$ cat src/rtl/adder_pkg.sv
// Shared types and sizing helpers for the adder datapath and its inverse
// (digit-serial operand recovery).
package adder_pkg;

  typedef enum logic [1:0] {
    IDLE = 2'd0,
    RUN  = 2'd1,
    DONE = 2'd2
  } state_e;

  localparam int DEF_WIDTH = 16;
  localparam int DEF_DIGIT = 4;

  function automatic int calc_ndig(input int width, input int digit);
    return width / digit;
  endfunction

  // A single-digit configuration still needs a one-bit index register.
  function automatic int calc_idx_w(input int width, input int digit);
    int ndig;
    ndig = width / digit;
    if (ndig <= 1) begin
      return 1;
    end else begin
      return $clog2(ndig);
    end
  endfunction

endpackage

$ cat src/rtl/adder_operand_recover_sub_digit.sv
// One DIGIT-bit slice of a - b - bin with borrow-out.
module sub_digit
  import adder_pkg::*;
#(
  parameter int DIGIT = DEF_DIGIT
) (
  input  logic [DIGIT-1:0] a_i,
  input  logic [DIGIT-1:0] b_i,
  input  logic             bin_i,
  output logic [DIGIT-1:0] diff_o,
  output logic             bout_o
);

  logic [DIGIT:0] full_s;

  // The extra top bit of the widened difference is set exactly when it went negative.
  always_comb begin
    full_s = {1'b0, a_i} - {1'b0, b_i} - {{DIGIT{1'b0}}, bin_i};
  end

  assign diff_o = full_s[DIGIT-1:0];
  assign bout_o = full_s[DIGIT];

endmodule

$ cat src/rtl/adder_operand_recover.sv
// Recovers the unknown addend from an adder result: operand = sum - addend - cin,
// computed DIGIT bits per clock with a registered borrow.
module adder_operand_recover
  import adder_pkg::*;
#(
  parameter int WIDTH = DEF_WIDTH,
  parameter int DIGIT = DEF_DIGIT
) (
  input  logic             clk,
  input  logic             rst,
  input  logic             in_valid,
  output logic             in_ready,
  input  logic [WIDTH:0]   sum_i,
  input  logic [WIDTH-1:0] addend_i,
  input  logic             cin_i,
  output logic             out_valid,
  input  logic             out_ready,
  output logic [WIDTH-1:0] operand_o,
  output logic             ovf_o
);

  localparam int NDIG = calc_ndig(WIDTH, DIGIT);
  localparam int IDXW = calc_idx_w(WIDTH, DIGIT);
  localparam logic [IDXW-1:0] LAST_IDX = IDXW'(NDIG - 1);

  state_e           state_q, state_d;
  logic [WIDTH:0]   sum_q, sum_d;
  logic [WIDTH-1:0] addend_q, addend_d;
  logic [WIDTH-1:0] operand_q, operand_d;
  logic [IDXW-1:0]  idx_q, idx_d;
  logic             borrow_q, borrow_d;
  logic             ovf_q, ovf_d;

  logic [DIGIT-1:0] a_dig_s, b_dig_s, diff_s;
  logic             bout_s;

  // Select the digit currently being worked on.
  always_comb begin
    a_dig_s = sum_q[idx_q*DIGIT +: DIGIT];
    b_dig_s = addend_q[idx_q*DIGIT +: DIGIT];
  end

  sub_digit #(.DIGIT(DIGIT)) u_sub_digit (
    .a_i    (a_dig_s),
    .b_i    (b_dig_s),
    .bin_i  (borrow_q),
    .diff_o (diff_s),
    .bout_o (bout_s)
  );

  // Next-state and datapath update.
  always_comb begin
    state_d   = state_q;
    sum_d     = sum_q;
    addend_d  = addend_q;
    operand_d = operand_q;
    idx_d     = idx_q;
    borrow_d  = borrow_q;
    ovf_d     = ovf_q;
    case (state_q)
      IDLE: begin
        if (in_valid) begin
          sum_d    = sum_i;
          addend_d = addend_i;
          borrow_d = cin_i;
          idx_d    = {IDXW{1'b0}};
          state_d  = RUN;
        end else begin
          state_d  = IDLE;
        end
      end
      RUN: begin
        operand_d[idx_q*DIGIT +: DIGIT] = diff_s;
        borrow_d = bout_s;
        if (idx_q == LAST_IDX) begin
          // A carry-out without a final borrow, or a borrow without a carry-out,
          // means no WIDTH-bit operand fits.
          ovf_d   = sum_q[WIDTH] ^ bout_s;
          idx_d   = {IDXW{1'b0}};
          state_d = DONE;
        end else begin
          idx_d   = idx_q + IDXW'(1);
          state_d = RUN;
        end
      end
      DONE: begin
        if (out_ready) begin
          state_d = IDLE;
        end else begin
          state_d = DONE;
        end
      end
      default: begin
        state_d = IDLE;
      end
    endcase
  end

  // State and datapath registers.
  always_ff @(posedge clk) begin
    if (rst) begin
      state_q   <= IDLE;
      sum_q     <= {(WIDTH+1){1'b0}};
      addend_q  <= {WIDTH{1'b0}};
      operand_q <= {WIDTH{1'b0}};
      idx_q     <= {IDXW{1'b0}};
      borrow_q  <= 1'b0;
      ovf_q     <= 1'b0;
    end else begin
      state_q   <= state_d;
      sum_q     <= sum_d;
      addend_q  <= addend_d;
      operand_q <= operand_d;
      idx_q     <= idx_d;
      borrow_q  <= borrow_d;
      ovf_q     <= ovf_d;
    end
  end

  assign in_ready  = (state_q == IDLE);
  assign out_valid = (state_q == DONE);
  assign operand_o = operand_q;
  assign ovf_o     = ovf_q;

endmodule

$ cat config.mk
export PLATFORM = sky130hd
export DESIGN_NAME = adder_operand_recover
export DESIGN_NICKNAME = d
export VERILOG_FILES = /design/src/rtl/adder_pkg.sv /design/src/rtl/adder_operand_recover_sub_digit.sv /design/src/rtl/adder_operand_recover.sv
export SDC_FILE = /design/constraint.sdc
export NUM_CORES = 1
export LEC_CHECK = 0
export ABC_AREA = 1
export CAP_MARGIN = 20
export CORE_MARGIN = 10
export CORE_UTILIZATION = 27
export CTS_BUF_LIST = sky130_fd_sc_hd__clkbuf_16
export CTS_CLUSTER_SIZE = 25
export DETAILED_ROUTE_END_ITERATION = 8
export GPL_ROUTABILITY_DRIVEN = 0
export PLACE_DENSITY = 0.49
export SLEW_MARGIN = 40
export SYNTH_ARGS = -nofsm -noshare
export SYNTH_HDL_FRONTEND = slang
export SYNTH_SLANG_ARGS = --single-unit
$ cat constraint.sdc
create_clock -name clk -period 5.65 [get_ports clk]
set_input_delay 0.565 -clock clk [delete_from_list [all_inputs] [get_ports clk]]
set_output_delay 0.565 -clock clk [all_outputs]
set_load 0.02 [all_outputs]
==> results of run 1 <==
-- routing by layer --
layer,wire length [um],vias to the layer above,track usage
met5,0,-,0
met4,71,0,0.0226
met3,371,6,0.0323
met2,3100,44,0.161
met1,3050,1042,0.115
li1,-,1193,-
-- placed cells by master (no fill, tap or decap) --
master and instances:
ha_1 10, inv_2 3, nand2_2 4, a31oi_1 1
xor2_1 2, a22oi_1 3, nor2_2 34, o21ai_1 9
nand4_1 2, a32o_1 3, clkinv_2 1, a211oi_1 1
clkinv_1 1, nand2_1 47, nand2_4 1, inv_1 19
nor2_1 52, nand3_2 3, o22ai_1 3, clkdlybuf4s50_1 56
o21ai_0 32, nor4_4 1, clkbuf_16 5, nand3_1 6
a21oi_1 22, dfxtp_1 55, fa_1 2, inv_8 1
a32oi_1 2, nor2_8 1, nor3_1 2
-- per-stage QoR --
stage               setup slack (ns)  instance area [um2]
finish                          2.24                 3400
global route                    1.98                 3400
detailed placement              2.29                 3270
floorplan                       3.19                 2680
CTS                             2.26                 3400
global placement                2.42                 3270
-- final timing paths --
path	start	to	slack, ns	cells past startpoint
setup / recovery	idx_q[0]$_SDFFE_PP0P_	ovf_o$_SDFFE_PP0P_	2.24	12
hold / removal	operand_o[12]$_SDFFE_PP0P_	operand_o[12]$_SDFFE_PP0P_	0.46	2
setup reg to reg	idx_q[0]$_SDFFE_PP0P_	ovf_o$_SDFFE_PP0P_	2.24	12
hold reg to reg	operand_o[12]$_SDFFE_PP0P_	operand_o[12]$_SDFFE_PP0P_	0.46	2
-- synth_stat cells (4+ instances only) --
cell type  instances
nor2_2            34
nand2_2            4
nor2_1            52
o21ai_0           32
ha_1              10
a21oi_1           22
nand3_1            6
clkbuf_1           7
inv_1             20
nand2_1           47
dfxtp_1           55
o21ai_1            9
-- state kept, by name (all words and copies together), names as in the netlist --
signal     flops
idx_q          2
ovf_o          1
operand_o     16
state_q        2
borrow_q       1
sum_q         17
addend_q      16
-- kinds of logic after synthesis --
| logic type | count (synthesis) |
|---|---|
| simple gates | 153 |
| compound gates | 76 |
| flops | 55 |
| buf+inv | 40 |
| fa+ha+maj | 12 |
| xor+xnor | 2 |
-- where the power goes --
| part | switching (mW) | total [mW] | internal [mW] | leakage [nW] |
|---|---|---|---|---|
| sequential | 0.0227 | 0.436 | 0.413 | 0.452 |
| clock | 0.128 | 0.287 | 0.160 | 0.0671 |
| combinational | 0.125 | 0.217 | 0.0920 | 0.771 |
-- area by class of cell --
cell class                      count  area share
Sequential cell                    55       0.324
Timing Repair Buffer               56       0.165
Clock inverter                      2     0.00258
Tap cell                          133      0.0489
Clock buffer                        5      0.0368
Inverter                           23      0.0276
Multi-Input combinational cell    243       0.396
-- worst max-delay path, stage by stage, from the launching register on --
cell and delay (ns):
dfxtp_1 0.85, inv_1 0.58, o21ai_0 0.32, o22ai_1 0.12, fa_1 0.41, inv_1 0.09
fa_1 0.19, nand2_1 0.07, a21oi_1 0.16, xor2_1 0.23, xor2_1 0.10, o21ai_1 0.12
inv_1 0.04
==> impl_metrics.env, run 1 <==
export IMPL_maxSlewViolCount=0
export IMPL_clk_latency_ns=0.29
export IMPL_dr_pass1_iters=4
export IMPL_postRouteWirelength_mm=6.60
export IMPL_peakVddDrop_mv=0.120
export IMPL_grtUsageTotal=0.0957
export IMPL_grt_pass1_wl_mm=11.5
export IMPL_synth_edf_count=0
export IMPL_synth_simple_area_share=0.278
export IMPL_hold_viol_final=0
export IMPL_start_util=0.276
export IMPL_syn2layout_area_growth_pct=26.8
export IMPL_seq_area_mm2=0.00110
export IMPL_synth_compound_area_frac=0.156
export IMPL_antenna_cells=0
export IMPL_synth_seq_area_share=0.410
export IMPL_dieWidth_um=120
export IMPL_synthDistinctLibCells=32
export IMPL_fp_dieH_um=120
export IMPL_rows=36
export IMPL_path_max_fanout=25
export IMPL_post_route_period_util=0.603
export IMPL_core_area_mm2=0.00973
export IMPL_synth_adder_area_share=0.0616
export IMPL_synthArstFlopShare=0
export IMPL_nets=434
export IMPL_portBuffers=56
export IMPL_holdWs_ns=0.463
export IMPL_synth_top_family_by_area="simple AND/OR/NAND/NOR gates"
export IMPL_final_cells=517
export IMPL_via_per_inst=4.42
export IMPL_ctsHoldBuffers=0
export IMPL_yosysTopAreaCell="dfxtp_1"
export IMPL_powerDensity_mw_per_mm2=276
export IMPL_antenna_left=0
export IMPL_crit_arrival_ns=3.59
export IMPL_yosysWarnings=0
export IMPL_synth_area_top_cells="dfxtp_1, nor2_2, nor2_1"
export IMPL_cts_buffers=5
export IMPL_syn_inst=338
export IMPL_fmax_mhz=293
export IMPL_drive_gt1_frac=0.141
export IMPL_min_path_type="reg -> reg"
export IMPL_synth_xor_area_share=0.00653
export IMPL_hpwl_mm=5.06
export IMPL_multi_input_area_mm2=0.00135
export IMPL_grt_pass1_vias=2390
export IMPL_wl_per_cell_um=12.8
export IMPL_boundaryPins=57
export IMPL_cts_root_buf="clkbuf_16"
export IMPL_cts_sinks=55
export IMPL_end_kind="flip-flop"
export IMPL_die_area_mm2=0.0143
export IMPL_drc_errors=0
export IMPL_setup_violations=0
export IMPL_cp_start_kind="flip-flop"
export IMPL_cts_buffer_depth=2
export IMPL_via_count=2285
export IMPL_fin_setup_tns_ns=0
export IMPL_max_slew_margin=0.456
export IMPL_worst_slew_pin_slew_ns=0.815
export IMPL_outcome="complete, no violations"
export IMPL_cts_resized=0
export IMPL_synth_area_mm2=0.00268
export IMPL_p_leak_nw=1.29
export IMPL_cap_violations=0
export IMPL_muxShareOfSynthArea=0
export IMPL_path_class="reg -> reg"
export IMPL_ys_seq_elements=55
export IMPL_timing_final_crit_period_ns=3.41
export IMPL_grt_ovfl_total=0
export IMPL_post_cts_buffers=0
export IMPL_fin_skew_ns=0.00608
export IMPL_drtIter0Drc=120
export IMPL_grt_max_degree=39
export IMPL_avgSynthCellArea_um2=7.94
export IMPL_synth_fp_nets=388
export IMPL_placed_cells=510
export IMPL_ys_flop_type="dfxtp_1"
export IMPL_cts_max_level=2
export IMPL_clk_pin_slew_ns=0.06
export IMPL_antenna_found_initial=0
export IMPL_synth_top_area_share=0.410
export IMPL_cp_data_required_time_ns=5.83
export IMPL_cts_tree="done"
export IMPL_rsz0062_at_grt="no"
export IMPL_post_route_util=0.350
export IMPL_finalPower_uw=940
export IMPL_n_fill_cell=1065
(Power assumes the default switching activity.)
==> run 2: changes to the inputs <==
clock period = 3.2 ns   (was 5.65 ns; I/O delays follow)
==> run 2 against run 1 <==
Net effect: clock skew is 0.0022 ns higher; via count shrank 0.83%; count of clock-buffer cells in the layout did not move; combinational power rose by 82%; setup slack got worse by 1.8 ns; sequential power increased by 75%; register-to-register slack worse by 1.8 ns; critical path depth fell by 1; non-clock buffer count up 3; core utilization rose by 0.26 points; critical path type unchanged; critical endpoint unchanged; highest routed layer unchanged.
==> impl_metrics.env, run 2 (same netlist as run 1, synthesis figures left out) <==
export IMPL_outcome="complete, no violations"
export IMPL_min_delay_path_depth=2
export IMPL_via_per_inst=4.35
export IMPL_boundaryPins=57
export IMPL_grt_pass1_wl_mm=11.4
export IMPL_rsz0062_at_grt="no"
export IMPL_path_class="reg -> reg"
export IMPL_p_int_mw=1.18
export IMPL_powerDensity_mw_per_mm2=487
export IMPL_hold_viol_final=0
export IMPL_antenna_found_initial=0
export IMPL_top_register="sum_q"
export IMPL_reg2regPathDepth=11
export IMPL_end_kind="flip-flop"
export IMPL_fin_skew_ns=0.00826
export IMPL_grt_max_degree=39
export IMPL_min_path_type="reg -> reg"
export IMPL_fp_dieH_um=120
export IMPL_p_leak_nw=1.31
export IMPL_slowest_stage="dfxtp_1"
export IMPL_drc_errors=0
export IMPL_crit_path_cell_trace="inv_1, a32o_1, fa_1, inv_1, fa_1, nand2_1, a21oi_1, xor2_1, xor2_1, o21ai_1, inv_1"
export IMPL_postRouteWirelength_mm=6.66
export IMPL_worst_slew_pin_slew_ns=0.702
export IMPL_post_route_util=0.352
export IMPL_mostFrequentLayoutCells="clkdlybuf4s50_1, dfxtp_1, nor2_1"
export IMPL_setup_violations=0
export IMPL_start_util=0.276
export IMPL_core_area_mm2=0.00973
export IMPL_crit_arrival_ns=2.89
export IMPL_post_route_period_util=0.847
export IMPL_maxSlewViolCount=0
export IMPL_drive_gt1_frac=0.144
export IMPL_critPathLaunch="idx_q[1]$_SDFFE_PP0P_"
export IMPL_r2r_end="ovf_o$_SDFFE_PP0P_"
export IMPL_max_stage_delay_ns=0.51
export IMPL_die_area_mm2=0.0143
export IMPL_path_max_fanout=15
export IMPL_syn2layout_area_growth_pct=27.7
export IMPL_cp_start_kind="flip-flop"
export IMPL_via_count=2266
export IMPL_clk_latency_ns=0.29
export IMPL_cts_buffer_depth=2
export IMPL_cts_sinks=55
export IMPL_crit_top_cell="inv_1"
export IMPL_pwr_share_clk=0.307
export IMPL_max_slew_margin=0.530
export IMPL_placed_cells=513
export IMPL_antenna_left=0
export IMPL_cts_root_buf="clkbuf_16"
export IMPL_switching_share=0.293
export IMPL_wl_per_cell_um=12.8
export IMPL_grt_pass1_vias=2319
export IMPL_cap_violations=0
export IMPL_p_seq_frac=0.457
export IMPL_fmax_mhz=369
export IMPL_drtIter0Drc=86
export IMPL_grtUsageTotal=0.0944
export IMPL_worstHoldEndpoint="operand_o[1]$_SDFFE_PP0P_"
export IMPL_grt_ovfl_total=0
export IMPL_dieWidth_um=120
export IMPL_timing_final_crit_period_ns=2.71
export IMPL_cts_buffers=5
export IMPL_rows=36
export IMPL_nets=437
export IMPL_r2r_start="idx_q[1]$_SDFFE_PP0P_"
export IMPL_peakVddDrop_mv=0.212
export IMPL_cts_resized=0
export IMPL_post_cts_buffers=0
export IMPL_hpwl_mm=5.16
export IMPL_dr_pass1_iters=4
export IMPL_portBuffers=56
export IMPL_largest_reg_flops=17
export IMPL_cts_tree="done"
export IMPL_cts_max_level=2
export IMPL_antenna_cells=0
export IMPL_rrSetupSlack_ns=0.49
export IMPL_clk_pin_slew_ns=0.07
export IMPL_combPwrFrac=0.236
export IMPL_switchingPower_uw=489
export IMPL_final_common_cell="clkdlybuf4s50_1"
export IMPL_hold_start="operand_o[1]$_SDFFE_PP0P_"
export IMPL_ctsHoldBuffers=0
export IMPL_cp_data_required_time_ns=3.38
export IMPL_fin_setup_tns_ns=0
export IMPL_final_cells=521
-- run 2: critical path, delay by kind of cell, from the launching register on --
family	cells	cell delay, ns
XOR/XNOR	2	0.32
AO/OA/AOI/OAI	3	0.64
AND/OR/NAND/NOR	1	0.07
flip-flops	1	0.51
adder cells (fa/ha/maj)	2	0.62
buffers and inverters	3	0.44
-- run 2: power groups by stage --
stage / logic [mW] / clock network [mW] / registers [mW]
finish: 0.394 / 0.512 / 0.762
floorplan: 0.290 / 0 / 0.775
CTS: 0.403 / 0.530 / 0.762
global route: 0.452 / 0.553 / 0.767
global placement: 0.400 / 0 / 0.778
detailed placement: 0.402 / 0 / 0.778
-- run 2: metal layers --
metal	routed length [um]	share of wire	global-route usage
met5	0	0	0
met4	75	0.011	0.0249
met3	318	0.048	0.0286
met2	3090	0.46	0.157
met1	3180	0.48	0.116
-- run 2: per-stage QoR --
stage	power [mW]	instance area [um2]	hold slack (ns)	setup WS, ns
finish	1.67	3430	0.465	0.490
global route	1.77	3430	0.499	0.233
CTS	1.70	3430	0.469	0.454
detailed placement	1.18	3290	0.458	0.463
global placement	1.18	3290	0.457	0.606
floorplan	1.07	2680	0.455	0.739
-- run 2: final cells by class --
| class | instances | area, um2 |
|---|---|---|
| Timing Repair Buffer | 59 | 583 |
| Sequential cell | 55 | 1100 |
| Clock inverter | 3 | 11.3 |
| Multi-Input combinational cell | 243 | 1350 |
| Inverter | 23 | 93.8 |
| Clock buffer | 5 | 125 |
| Tap cell | 133 | 166 |
| Fill cell | 1077 | 6300 |
-- run 2: how the worst max path moves through the flow --
| stage | to | slack, ns | cells past startpoint |
|---|---|---|---|
| after floorplan | ovf_o$_SDFFE_PP0P_ | 0.74 | 13 |
| after global placement | ovf_o$_SDFFE_PP0P_ | 0.61 | 11 |
| after detailed placement | ovf_o$_SDFFE_PP0P_ | 0.46 | 11 |
| after CTS | ovf_o$_SDFFE_PP0P_ | 0.45 | 11 |
| after global routing | ovf_o$_SDFFE_PP0P_ | 0.23 | 11 |
| final | ovf_o$_SDFFE_PP0P_ | 0.49 | 11 |
==> run 3: changes to the inputs <==
clock period = 2.8 ns   (was 3.2 ns; I/O delays follow)
==> run 3 against run 2 <==
Net effect: maximum frequency rose by 10%; critical endpoint unchanged; count of clock-buffer cells in the layout did not move; non-clock buffer count rose by 5; die area unchanged; design area is 0.88% higher; sequential power increased by 14%.
==> impl_metrics.env, run 3 (same netlist as run 1, synthesis figures left out) <==
export IMPL_outcome="complete, no violations"
export IMPL_p_int_mw=1.35
export IMPL_rows=36
export IMPL_p_seq_frac=0.459
export IMPL_rrSetupSlack_ns=0.34
export IMPL_hold_viol_final=0
export IMPL_switching_share=0.290
export IMPL_grtUsageTotal=0.0944
export IMPL_mostFrequentLayoutCells="clkdlybuf4s50_1, dfxtp_1, nor2_1"
export IMPL_powerDensity_mw_per_mm2=549
export IMPL_die_area_mm2=0.0143
export IMPL_switchingPower_uw=550
export IMPL_cts_tree="done"
export IMPL_cts_sinks=55
export IMPL_setup_ws_ns=0.337
export IMPL_min_path_type="reg -> reg"
export IMPL_nets=442
export IMPL_worst_slew_pin_slew_ns=0.449
export IMPL_path_class="reg -> reg"
export IMPL_met2_length_mm=3.08
export IMPL_slowest_stage="fa_1"
export IMPL_cts_resized=0
export IMPL_clk_pin_slew_ns=0.06
export IMPL_end_kind="flip-flop"
export IMPL_postRouteWirelength_mm=6.57
export IMPL_cp_top_family="adder cells"
export IMPL_grt_max_degree=35
export IMPL_syn2layout_area_growth_pct=28.8
export IMPL_critPathBufInv=3
export IMPL_maxSlewViolCount=0
export IMPL_drc_errors=0
export IMPL_via_per_inst=4.28
export IMPL_wl_met1_mm=3.06
export IMPL_final_common_cell="clkdlybuf4s50_1"
export IMPL_place_ws_ns=0.359
export IMPL_crit_arrival_ns=2.65
export IMPL_clk_latency_ns=0.29
export IMPL_cap_violations=0
export IMPL_antenna_left=0
export IMPL_timing_final_crit_period_ns=2.46
export IMPL_grt_ovfl_total=0
export IMPL_core_area_mm2=0.00973
export IMPL_rsz0062_at_grt="no"
export IMPL_p_leak_nw=1.33
export IMPL_peakVddDrop_mv=0.265
export IMPL_cts_buffer_depth=2
export IMPL_cp_start_kind="flip-flop"
export IMPL_top_register="sum_q"
export IMPL_portBuffers=56
export IMPL_cts_buffers=5
export IMPL_dieWidth_um=120
export IMPL_cts_max_level=2
export IMPL_wl_per_cell_um=12.5
export IMPL_max_stage_delay_ns=0.41
export IMPL_ctsHoldBuffers=0
export IMPL_grt_pass1_wl_mm=11.4
export IMPL_post_cts_buffers=0
export IMPL_crit_path_cell_trace="buf_4, nand2_1, a32o_1, fa_1, inv_1, fa_1, nand2_1, a21oi_1, xor2_1, xor2_1, o21ai_1, inv_1"
export IMPL_path_max_fanout=22
export IMPL_antenna_cells=0
export IMPL_wl_met3_um=368
export IMPL_post_route_period_util=0.879
export IMPL_fin_setup_tns_ns=0
export IMPL_setup_violations=0
export IMPL_fmax_mhz=406
export IMPL_grt_pass1_vias=2281
export IMPL_dr_max_layer_used="met4"
export IMPL_drive_gt1_frac=0.153
export IMPL_boundaryPins=57
export IMPL_fp_dieH_um=120
export IMPL_dr_pass1_iters=4
export IMPL_holdWs_ns=0.461
export IMPL_drtIter0Drc=130
export IMPL_via_count=2244
export IMPL_start_util=0.276
export IMPL_cts_root_buf="clkbuf_16"
export IMPL_cp_data_required_time_ns=2.99
export IMPL_combPwrFrac=0.241
export IMPL_pwr_share_clk=0.300
export IMPL_largest_reg_flops=17
export IMPL_antenna_found_initial=0
export IMPL_fin_skew_ns=0.00584
export IMPL_hpwl_mm=5.26
export IMPL_max_slew_margin=0.700
run 3: cell types whose count changed in the layout (fill, tap and decap cells not counted), sizes merged:
cell    change
buf         +5
clkinv      -2
run 3: path summary, 6_finish.rpt:
kind | startpoint | end | cells past startpoint
max | idx_q[0]$_SDFFE_PP0P_ | ovf_o$_SDFFE_PP0P_ | 12
min | operand_o[1]$_SDFFE_PP0P_ | operand_o[1]$_SDFFE_PP0P_ | 2
max reg2reg | idx_q[0]$_SDFFE_PP0P_ | ovf_o$_SDFFE_PP0P_ | 12
min reg2reg | operand_o[1]$_SDFFE_PP0P_ | operand_o[1]$_SDFFE_PP0P_ | 2
run 3: power groups by stage:
stage / Clock (mW) / Sequential [mW] / Combinational, mW
after floorplan: 0 / 0.886 / 0.332
after global placement: 0 / 0.889 / 0.461
after detailed placement: 0 / 0.889 / 0.467
after CTS: 0.596 / 0.872 / 0.468
after global routing: 0.618 / 0.877 / 0.523
final: 0.569 / 0.871 / 0.458
run 3: per-layer routing:
| layer | vias up | GRT usage |
|---|---|---|
| li1 | 1207 | - |
| met1 | 994 | 0.113 |
| met2 | 39 | 0.160 |
| met3 | 4 | 0.0314 |
| met4 | 0 | 0.0226 |
| met5 | - | 0 |
run 3: cell type report:
type                       count  area, um2
fill                        1067       6270
multi-input combinational    243       1350
sequential                    55       1100
timing repair buffer          64        621
tap                          133        166
clock buffer                   5        125
inverter                      23       93.8
clock inverter                 1       3.75
run 3: stage by stage:
stage | power [mW] | std cells | cell area (um2) | utilization
final | 1.90 | 524 | 3460 | 0.355
after global routing | 2.02 | 524 | 3460 | 0.355
after CTS | 1.94 | 524 | 3460 | 0.355
after detailed placement | 1.36 | 518 | 3330 | 0.342
after global placement | 1.35 | 518 | 3330 | 0.342
after floorplan | 1.22 | 338 | 2680 | -
run 3: worst register-to-register path, stage by stage (launching register included):
cell	delay [ns]
dfxtp_1	0.33
buf_4	0.26
nand2_1	0.09
a32o_1	0.27
fa_1	0.41
inv_1	0.09
fa_1	0.18
nand2_1	0.07
a21oi_1	0.17
xor2_1	0.23
xor2_1	0.10
o21ai_1	0.12
inv_1	0.04
